**config.mk**
```make
export PLATFORM = sky130hd
export DESIGN_NAME = imem_access_ctrl
export DESIGN_NICKNAME = d
export VERILOG_FILES = /design/src/rtl/imem_ctrl_pkg.sv /design/src/rtl/dbg_req_fifo.sv /design/src/rtl/imem_access_ctrl.sv
export SDC_FILE = /design/constraint.sdc
export NUM_CORES = 1
export LEC_CHECK = 0
export ABC_AREA = 1
export BUFFER_PORTS_ARGS = -buffer_cell sky130_fd_sc_hd__buf_2
export CORE_UTILIZATION = 35
export DETAILED_ROUTE_END_ITERATION = 16
export SETUP_SLACK_MARGIN = 0.4
export SYNTH_ARGS = -nofsm -noshare
export SYNTH_HDL_FRONTEND = slang
export SYNTH_SLANG_ARGS = --single-unit
```
**constraint.sdc**
```tcl
create_clock -name clk -period 4.2 [get_ports clk]
set_input_delay 0.63 -clock clk [delete_from_list [all_inputs] [get_ports clk]]
set_output_delay 0.63 -clock clk [all_outputs]
set_load 0.005 [all_outputs]
```
**src/rtl/imem_ctrl_pkg.sv**
```systemverilog
// Shared types for the instruction-memory access controller: FSM state
// encoding, the queued debug request record and the address range helper.
package imem_ctrl_pkg;

  localparam int IMEM_AW_DEF = 14;
  localparam int REQ_W       = 65;

  typedef enum logic [1:0] {
    ST_RUN    = 2'd0,
    ST_DRAIN  = 2'd1,
    ST_DBG    = 2'd2,
    ST_RESUME = 2'd3
  } state_t;

  // {we, addr, wdata} -- 1 + 32 + 32 = REQ_W bits
  typedef struct packed {
    logic        we;
    logic [31:0] addr;
    logic [31:0] wdata;
  } dbg_req_t;

  // A byte address reaches imem only if no bit above the word-address field is set
  function automatic logic addr_in_range(input logic [31:0] addr, input int aw);
    return (addr >> (aw + 2)) == 32'd0;
  endfunction

endpackage

```
**src/rtl/dbg_req_fifo.sv**
```systemverilog
// Synchronous FIFO holding debug loader requests until the controller is
// halted. Occupancy counter gives full/empty; pointers wrap naturally since
// DEPTH is a power of two.
module dbg_req_fifo
  import imem_ctrl_pkg::*;
#(
  parameter int DEPTH = 4,
  parameter int W     = REQ_W
) (
  input  logic         clk,
  input  logic         rst,
  input  logic         push,
  input  logic [W-1:0] wdata,
  input  logic         pop,
  output logic [W-1:0] rdata,
  output logic         full,
  output logic         empty
);

  localparam int PW = $clog2(DEPTH);
  localparam int CW = PW + 1;

  logic [W-1:0]  mem [DEPTH];
  logic [PW-1:0] wr_ptr;
  logic [PW-1:0] rd_ptr;
  logic [CW-1:0] count;
  logic          push_ok;
  logic          pop_ok;

  assign full    = (count == CW'(DEPTH));
  assign empty   = (count == '0);
  assign push_ok = push & ~full;
  assign pop_ok  = pop & ~empty;
  assign rdata   = mem[rd_ptr];

  // Pointer and occupancy bookkeeping; reset discards everything queued
  always_ff @(posedge clk) begin
    if (rst) begin
      wr_ptr <= '0;
      rd_ptr <= '0;
      count  <= '0;
    end else begin
      if (push_ok) wr_ptr <= wr_ptr + 1'b1;
      if (pop_ok)  rd_ptr <= rd_ptr + 1'b1;
      case ({push_ok, pop_ok})
        2'b10:   count <= count + 1'b1;
        2'b01:   count <= count - 1'b1;
        default: count <= count;
      endcase
    end
  end

  // Storage array, written without reset
  always_ff @(posedge clk) begin
    if (push_ok) mem[wr_ptr] <= wdata;
  end

endmodule

```
**src/rtl/imem_access_ctrl.sv**
```systemverilog
// Shares the IF-stage imem port between fetch and a debug loader. The
// pipeline is halted (RUN -> DRAIN -> DBG), queued debug accesses are
// serviced one per cycle, then fetch restarts at the held pc via RESUME.
module imem_access_ctrl
  import imem_ctrl_pkg::*;
#(
  parameter int IMEM_AW    = IMEM_AW_DEF,
  parameter int FIFO_DEPTH = 4
) (
  input  logic        clk,
  input  logic        rst,
  input  logic [31:0] pc,
  input  logic        halt_req,
  output logic        fetch_stall,
  output logic        halted,
  input  logic        dbg_req_valid,
  output logic        dbg_req_ready,
  input  logic        dbg_req_we,
  input  logic [31:0] dbg_req_addr,
  input  logic [31:0] dbg_req_wdata,
  output logic        dbg_rsp_valid,
  output logic [31:0] dbg_rsp_rdata,
  output logic        dbg_rsp_err,
  output logic [31:0] imem_addr,
  output logic        imem_we,
  output logic [31:0] imem_din,
  input  logic [31:0] imem_dout
);

  state_t      state_q;
  state_t      state_d;
  dbg_req_t    req_in;
  dbg_req_t    head;
  logic        fifo_full;
  logic        fifo_empty;
  logic        req_push;
  logic        req_pop;
  logic        head_in_range;
  logic        unused_addr_lsb;

  logic        vld_p1;
  logic [31:0] rdata_p1;
  logic        err_p1;

  assign req_in        = '{we: dbg_req_we, addr: dbg_req_addr, wdata: dbg_req_wdata};
  assign dbg_req_ready = ~fifo_full;
  assign req_push      = dbg_req_valid & ~fifo_full;
  assign req_pop       = (state_q == ST_DBG) & ~fifo_empty;
  assign head_in_range = addr_in_range(head.addr, IMEM_AW);
  assign unused_addr_lsb = ^head.addr[1:0];

  dbg_req_fifo #(
    .DEPTH (FIFO_DEPTH),
    .W     (REQ_W)
  ) u_fifo (
    .clk   (clk),
    .rst   (rst),
    .push  (req_push),
    .wdata (req_in),
    .pop   (req_pop),
    .rdata (head),
    .full  (fifo_full),
    .empty (fifo_empty)
  );

  // State register
  always_ff @(posedge clk) begin
    if (rst) state_q <= ST_RUN;
    else     state_q <= state_d;
  end

  // Next state and imem port mux; fetch owns the port unless a request is issued in DBG
  always_comb begin
    state_d     = state_q;
    fetch_stall = 1'b1;
    halted      = 1'b0;
    imem_addr   = pc;
    imem_we     = 1'b0;
    imem_din    = '0;
    case (state_q)
      ST_RUN: begin
        fetch_stall = 1'b0;
        if (halt_req) state_d = ST_DRAIN;
      end
      ST_DRAIN: begin
        state_d = ST_DBG;
      end
      ST_DBG: begin
        halted = 1'b1;
        if (!fifo_empty) begin
          imem_addr = {head.addr[31:2], 2'b00};
          imem_we   = head.we & head_in_range;
          imem_din  = head.wdata;
        end else if (!halt_req) begin
          state_d = ST_RESUME;
        end
      end
      ST_RESUME: begin
        state_d = ST_RUN;
      end
      default: begin
        state_d = ST_RUN;
      end
    endcase
  end

  // Stage p1: response register, captures read data at issue (zero for writes and errors)
  always_ff @(posedge clk) begin
    if (rst) begin
      vld_p1   <= 1'b0;
      err_p1   <= 1'b0;
      rdata_p1 <= '0;
    end else begin
      vld_p1   <= req_pop;
      err_p1   <= req_pop & ~head_in_range;
      rdata_p1 <= (req_pop & ~head.we & head_in_range) ? imem_dout : '0;
    end
  end

  assign dbg_rsp_valid = vld_p1;
  assign dbg_rsp_rdata = rdata_p1;
  assign dbg_rsp_err   = err_p1;

endmodule

```
==> results of run 1 <==
-- synth_stat cells, types with 7 or more instances --
| library cell | n |
|---|---|
| edfxtp_1 | 252 |
| nor2_1 | 196 |
| nand2_1 | 114 |
| o21ai_0 | 111 |
| inv_1 | 65 |
| dfxtp_1 | 45 |
| a21oi_1 | 37 |
| nand3_1 | 34 |
| clkbuf_1 | 25 |
| buf_2 | 17 |
| nor2_2 | 15 |
| o22ai_1 | 15 |
| mux2i_1 | 14 |
| buf_6 | 9 |
| ha_1 | 7 |
-- worst max-delay path, stage by stage (launching register included) --
cell     delay, ns
dfxtp_4       0.39
buf_4         0.60
o21ai_0       0.21
o22ai_1       0.35
nand2_1       0.10
nor3_1        0.20
buf_2         0.15
-- sequential cells by signal, summed over array words and instances, names as in the netlist, named ones only --
register / flops
u_fifo.mem: 252
dbg_rsp_rdata: 32
u_fifo.count: 3
state_q: 2
u_fifo.rd_ptr: 2
u_fifo.wr_ptr: 2
dbg_rsp_err: 1
dbg_rsp_valid: 1
-- power by group --
part / switching (mW) / internal, mW / total (mW)
combinational: 0.794 / 0.402 / 1.20
clock: 1.09 / 1.74 / 2.83
sequential: 0.0448 / 3.41 / 3.45
-- worst max path at each step --
stage | start | slack (ns) | endpoint | cells after the start
after floorplan | dbg_req_valid | 0.27 | u_fifo.mem[0][0] | 2
after global placement | flip-flop | 1.55 | imem_we | 6
after detailed placement | flip-flop | 1.53 | imem_we | 6
after CTS | flip-flop | 0.98 | imem_we | 6
after global routing | flip-flop | 0.76 | imem_we | 6
final | flip-flop | 1.07 | imem_we | 6
-- routing by layer --
metal	vias up	track usage (%)
met5	-	0
met4	6	3.767
met3	39	4.200
met2	196	25.18
met1	3520	18.45
li1	3801	-
-- stage by stage --
stage               utilization (%)  total power [mW]  hold WS (ns)  std cells
detailed placement            40.60             4.735        0.4579       1607
global route                  43.96             7.857        0.3199       1667
finish                        43.98             7.484        0.3473       1669
floorplan                         -             4.279        0.4437        971
global placement              40.60             4.709        0.4532       1607
CTS                           43.96             7.592        0.3188       1667
-- cell families after synthesis --
kind of cell / synth area share [%]
multiplexers: 1.209
AND/OR/NAND/NOR: 12.60
AO/OA/AOI/OAI: 7.586
buffers and inverters: 4.640
flip-flops: 73.03
adder cells (fa/ha/maj): 0.9280
-- layout make-up --
class	instances	share of cell area [%]
Clock inverter	15	0.8919
Timing Repair Buffer	246	9.112
Clock buffer	45	6.751
Inverter	67	1.775
Multi-Input combinational cell	555	18.35
Sequential cell	297	59.22
Antenna cell	2	0.03498
Tap cell	442	3.865
==> results_dict.tcl, run 1 <==
set metrics [dict create \
    status "finished, final reports clean" \
    drtPass1Iterations 4 \
    hold_viol_final 0 \
    startpoint_type "flip-flop" \
    cts.repair.resized 0 \
    routed-wl-met3_mm 1.635 \
    cts_tree "yes" \
    start_util_pct 35.64 \
    grt_overflow_total 0 \
    min_to "u_fifo.mem[0][21]" \
    num-fill-cells 3089 \
    worst_slack_ns 1.071 \
    cellPowerDensity_mw_per_mm2 523.0 \
    nets 1342 \
    min_from "dbg_req_wdata[21]" \
    final_antenna_net_count 0 \
    route.met2.wl_mm 11.96 \
    finalInstanceArea_mm2 0.01431 \
    chipHeight_um 184.0 \
    finalSetupViolations 0 \
    fin_skew_ns 0.01125 \
    cts_setup_buffers 0 \
    fin_crit_sh_pct 74.51 \
    gp_congestion 0.6842 \
    tns_ns 0 \
    cts_num_sinks 297 \
    rsz0062_at_grt "no" \
    holdPathStages 1 \
    peakVddDrop_uv 329.6 \
    placed_cell_area_mm2 0.01321 \
    drive_gt1_share_pct 26.04 \
    core-area_mm2 0.03254 \
    grt_max_degree 73 \
    yosysWarnings 0 \
    slew_violations 0 \
    min_period_ns 3.129 \
    clk_pin_slew_ns 0.06 \
    postCtsHoldBufs 0 \
    fp-row-count 66 \
    hold_class "in2reg" \
    crit_required_ns 3.57 \
    ios 235 \
    wl_met1_mm 11.34 \
    yosysTopAreaCellShare_pct 65.26 \
    syn_to_final_growth_pct 23.41 \
    multi_input_area_mm2 0.002626 \
    max_freq_mhz 319.5 \
    maxCapViolations 0 \
    cp.arrival_ns 2.50 \
    tightestPinTransition_ns 1.037 \
    drt-total-wl_mm 25.35 \
    power_leakage_nw 5.852 \
    netlist_area_mm2 0.01159 \
    track_usage_pct 14.81 \
    topRoutingLayerUsed "met5" \
    ys.flop_type "edfxtp_1" \
    final_cell_mix "252 x edfxtp_1, 232 x buf_2, 192 x nor2_1, 113 x nand2_1, 111 x o21ai_0" \
    wl_per_cell_um 15.19 \
    dpl.hpwl_mm 14.59 \
    root_buffer "clkbuf_16" \
    yosysUniqueCellTypes 25 \
    insertion_delay_ns 0.49 \
    seq_area_mm2 0.008473 \
    die_w_um 184.0 \
    yosysSeqAreaShare_pct 73.03 \
    cts_inserted_buffers 34 \
    crit_path_end_kind "output pin" \
    reg2reg_to "u_fifo.count[2]" \
    synth_edf_count 252 \
    path_class "reg2out" \
    ys_top_cells_by_area "edfxtp_1 65%, dfxtp_1 7.8%, nor2_1 6.3%" \
    antenna_found_initial 4 \
    r2r_slack_ns 1.60 \
    synth_fp_nets 1112 \
    synthCells 971 \
    synthArstFlopShare_pct 0 \
    drtIter0Drc 310 \
    preCtsSetupSlack_ns 1.528 \
    ff2ff_path_depth 11 \
    drcViolationCount 0 \
    max_slew_margin_pct 30.87 \
    place.port_buffers 232 \
    vias_per_cell 4.531 \
    grt_pass1_wl_mm 38.47 \
    htree_levels 2 \
    vias 7562 \
    grt_pass1_vias 7184 \
    critPathMaxFanout 72 \
    die_area_mm2 0.03386 \
    avgSynthCellArea_um2 11.94 \
    ys_ff_latch 297 \
    clockBufferDepth 3 \
    layout_commonest_cell "edfxtp_1" \
    r2r-start "state_q[0]" \
    yosysTopAreaCell "edfxtp_1" \
]
Power figures use the tool's default switching activity.
==> run 2, diff against run 1 <==
==> constraint.sdc (replaced) <==
create_clock -name clk -period 2.9 [get_ports clk]
set_input_delay 0.435 -clock clk [delete_from_list [all_inputs] [get_ports clk]]
set_output_delay 0.435 -clock clk [all_outputs]
set_load 0.005 [all_outputs]
==> run 2 against run 1 <==
- critical path depth rose by 3
- highest routed layer unchanged
- largest power group unchanged
- cell count up 0.66%
- wire length rose by 11%
- combinational power rose by 70%
- sequential share of layout area is 1.3 points lower
- sequential cell count unchanged
- die area stayed put
- worst hold slack got worse by 0.21 ns
- final area increased by 2.4%
- critical endpoint unchanged
- largest cell class unchanged
- sequential power is 46% higher
- non-clock buffer count is 11 higher
- total power grew 48%
==> results_dict.tcl, run 2 (synthesized netlist as in run 1, its figures left out) <==
set metrics [dict create \
    status "finished, final reports clean" \
    track_usage_pct 15.98 \
    nets 1354 \
    fin_crit_sh_pct 84.01 \
    p_sw_share_pct 26.70 \
    drt-total-wl_mm 28.25 \
    power_frac_seq_pct 45.2 \
    core-area_mm2 0.03254 \
    ios 235 \
    grt_pass1_vias 7561 \
    dpl.hpwl_mm 15.36 \
    cts_inserted_buffers 34 \
    min_period_ns 2.436 \
    max_slew_margin_pct 59.83 \
    intPower_mw 8.125 \
    power_leakage_nw 5.983 \
    antenna_found_initial 7 \
    gp_congestion 0.7360 \
    pwr-share-comb_pct 18.4 \
    grt_max_degree 73 \
    finalSetupViolations 0 \
    insertion_delay_ns 0.50 \
    top_register "u_fifo.mem" \
    die_w_um 184.0 \
    grt_overflow_total 0 \
    start_util_pct 35.64 \
    cts_tree "yes" \
    htree_levels 2 \
    max_freq_mhz 410.5 \
    power_switching_mw 2.959 \
    num-fill-cells 3036 \
    startpoint_type "flip-flop" \
    tightestPinTransition_ns 0.6025 \
    slew_violations 0 \
    largest_reg_flops 252 \
    hold_viol_final 0 \
    vias 7820 \
    drtPass1Iterations 4 \
    fp-row-count 66 \
    clockPowerShare_pct 36.3 \
    fin_skew_ns 0.02246 \
    crit_required_ns 2.47 \
    clockBufferDepth 3 \
    clk_pin_slew_ns 0.06 \
    drcViolationCount 0 \
    peakVddDrop_uv 522.1 \
    drtIter0Drc 437 \
    root_buffer "clkbuf_16" \
    layout_commonest_cell "edfxtp_1" \
    vias_per_cell 4.655 \
    worst_slack_ns 0.4638 \
    preCtsSetupSlack_ns 0.5179 \
    crit_path_end_kind "output pin" \
    chipHeight_um 184.0 \
    syn_to_final_growth_pct 26.32 \
    place.port_buffers 232 \
    cts_num_sinks 297 \
    final_cell_mix "252 x edfxtp_1, 232 x buf_2, 192 x nor2_1, 112 x nand2_1, 109 x o21ai_0" \
    rsz0062_at_grt "yes" \
    tns_ns 0 \
    hold_class "in2reg" \
    grt_pass1_wl_mm 40.88 \
    cellPowerDensity_mw_per_mm2 756.8 \
    final_antenna_net_count 0 \
    path_class "reg2out" \
    die_area_mm2 0.03386 \
    maxCapViolations 0 \
    postCtsHoldBufs 0 \
    wl_per_cell_um 16.81 \
    drive_gt1_share_pct 27.21 \
    cp.arrival_ns 2.00 \
    critPathMaxFanout 56 \
]
run 2: cell types whose count changed in the layout (fill, tap and decap cells not counted), moves of 2 or more:
| cell | change |
|---|---|
| clkinv_4 | -2 |
| o21ai_0 | -2 |
| clkinvlp_4 | +2 |
| o21ai_1 | +2 |
| buf_16 | +6 |
| clkbuf_16 | +2 |
run 2: worst paths after layout:
| kind | start | end | slack [ns] | cells after the start |
|---|---|---|---|---|
| worst max-delay path | flip-flop | imem_we | 0.46 | 9 |
| worst min-delay path | dbg_req_wdata[21] | u_fifo.mem[1][21] | 0.14 | 1 |
| worst max register to register | state_q[0] | u_fifo.count[2] | 0.63 | 12 |
| worst min register to register | u_fifo.count[0] | u_fifo.count[0] | 0.47 | 2 |
run 2: worst max-delay path: stages (launching register included):
cell and delay (ns):
dfxtp_4 0.48, inv_16 0.13, nand2_1 0.09, nand3_1 0.08, nand2_1 0.14, nand2_1 0.07, nor2_1 0.08, nand2_1 0.12
nor3_2 0.16, buf_2 0.13
run 2: power groups by stage:
| stage | Combinational (mW) | Clock (mW) | Sequential [mW] |
|---|---|---|---|
| CTS | 1.97 | 4.14 | 5.01 |
| floorplan | 1.11 | 0 | 5.08 |
| detailed placement | 1.82 | 0 | 5.09 |
| finish | 2.04 | 4.03 | 5.02 |
| global placement | 1.79 | 0 | 5.08 |
| global route | 2.29 | 4.28 | 5.04 |
run 2: timing repair:
item,4_1_cts,5_1_grt
pin swaps,1,1
gates cloned,3,5
setup endpoints to repair,51,42
setup buffers,0,3
resized for setup,13,11
run 2: per-stage QoR:
step           util [%]  cell area [um^2]  total power [mW]  std cells  hold slack [ns]
2_1_floorplan         -             11600             6.190        971           0.4437
3_3_place_gp      40.74             13260             6.869       1608           0.4518
3_5_place_dp      40.74             13260             6.908       1608           0.4608
4_1_cts           44.39             14440             11.11       1669           0.1168
5_1_grt           44.99             14640             11.61       1677           0.1286
6_report          45.02             14650             11.08       1680           0.1392
run 2: routing by layer:
metal / vias up / track usage [%] / wire length (um)
met5: - / 0 / 46
met4: 8 / 5.033 / 494
met3: 42 / 4.794 / 2191
met2: 264 / 27.03 / 13330
met1: 3680 / 19.50 / 12190
li1: 3826 / - / -
run 2: final cells by class:
cell class	count	area, um^2	share of cell area (%)
antenna	3	7.507	0.05126
clock buffer	43	888.4	6.065
clock inverter	15	160.2	1.093
inverter	67	276.5	1.888
multi-input combinational	556	2679	18.29
sequential	297	8476	57.87
tap	442	553.0	3.776
timing repair buffer	257	1607	10.97
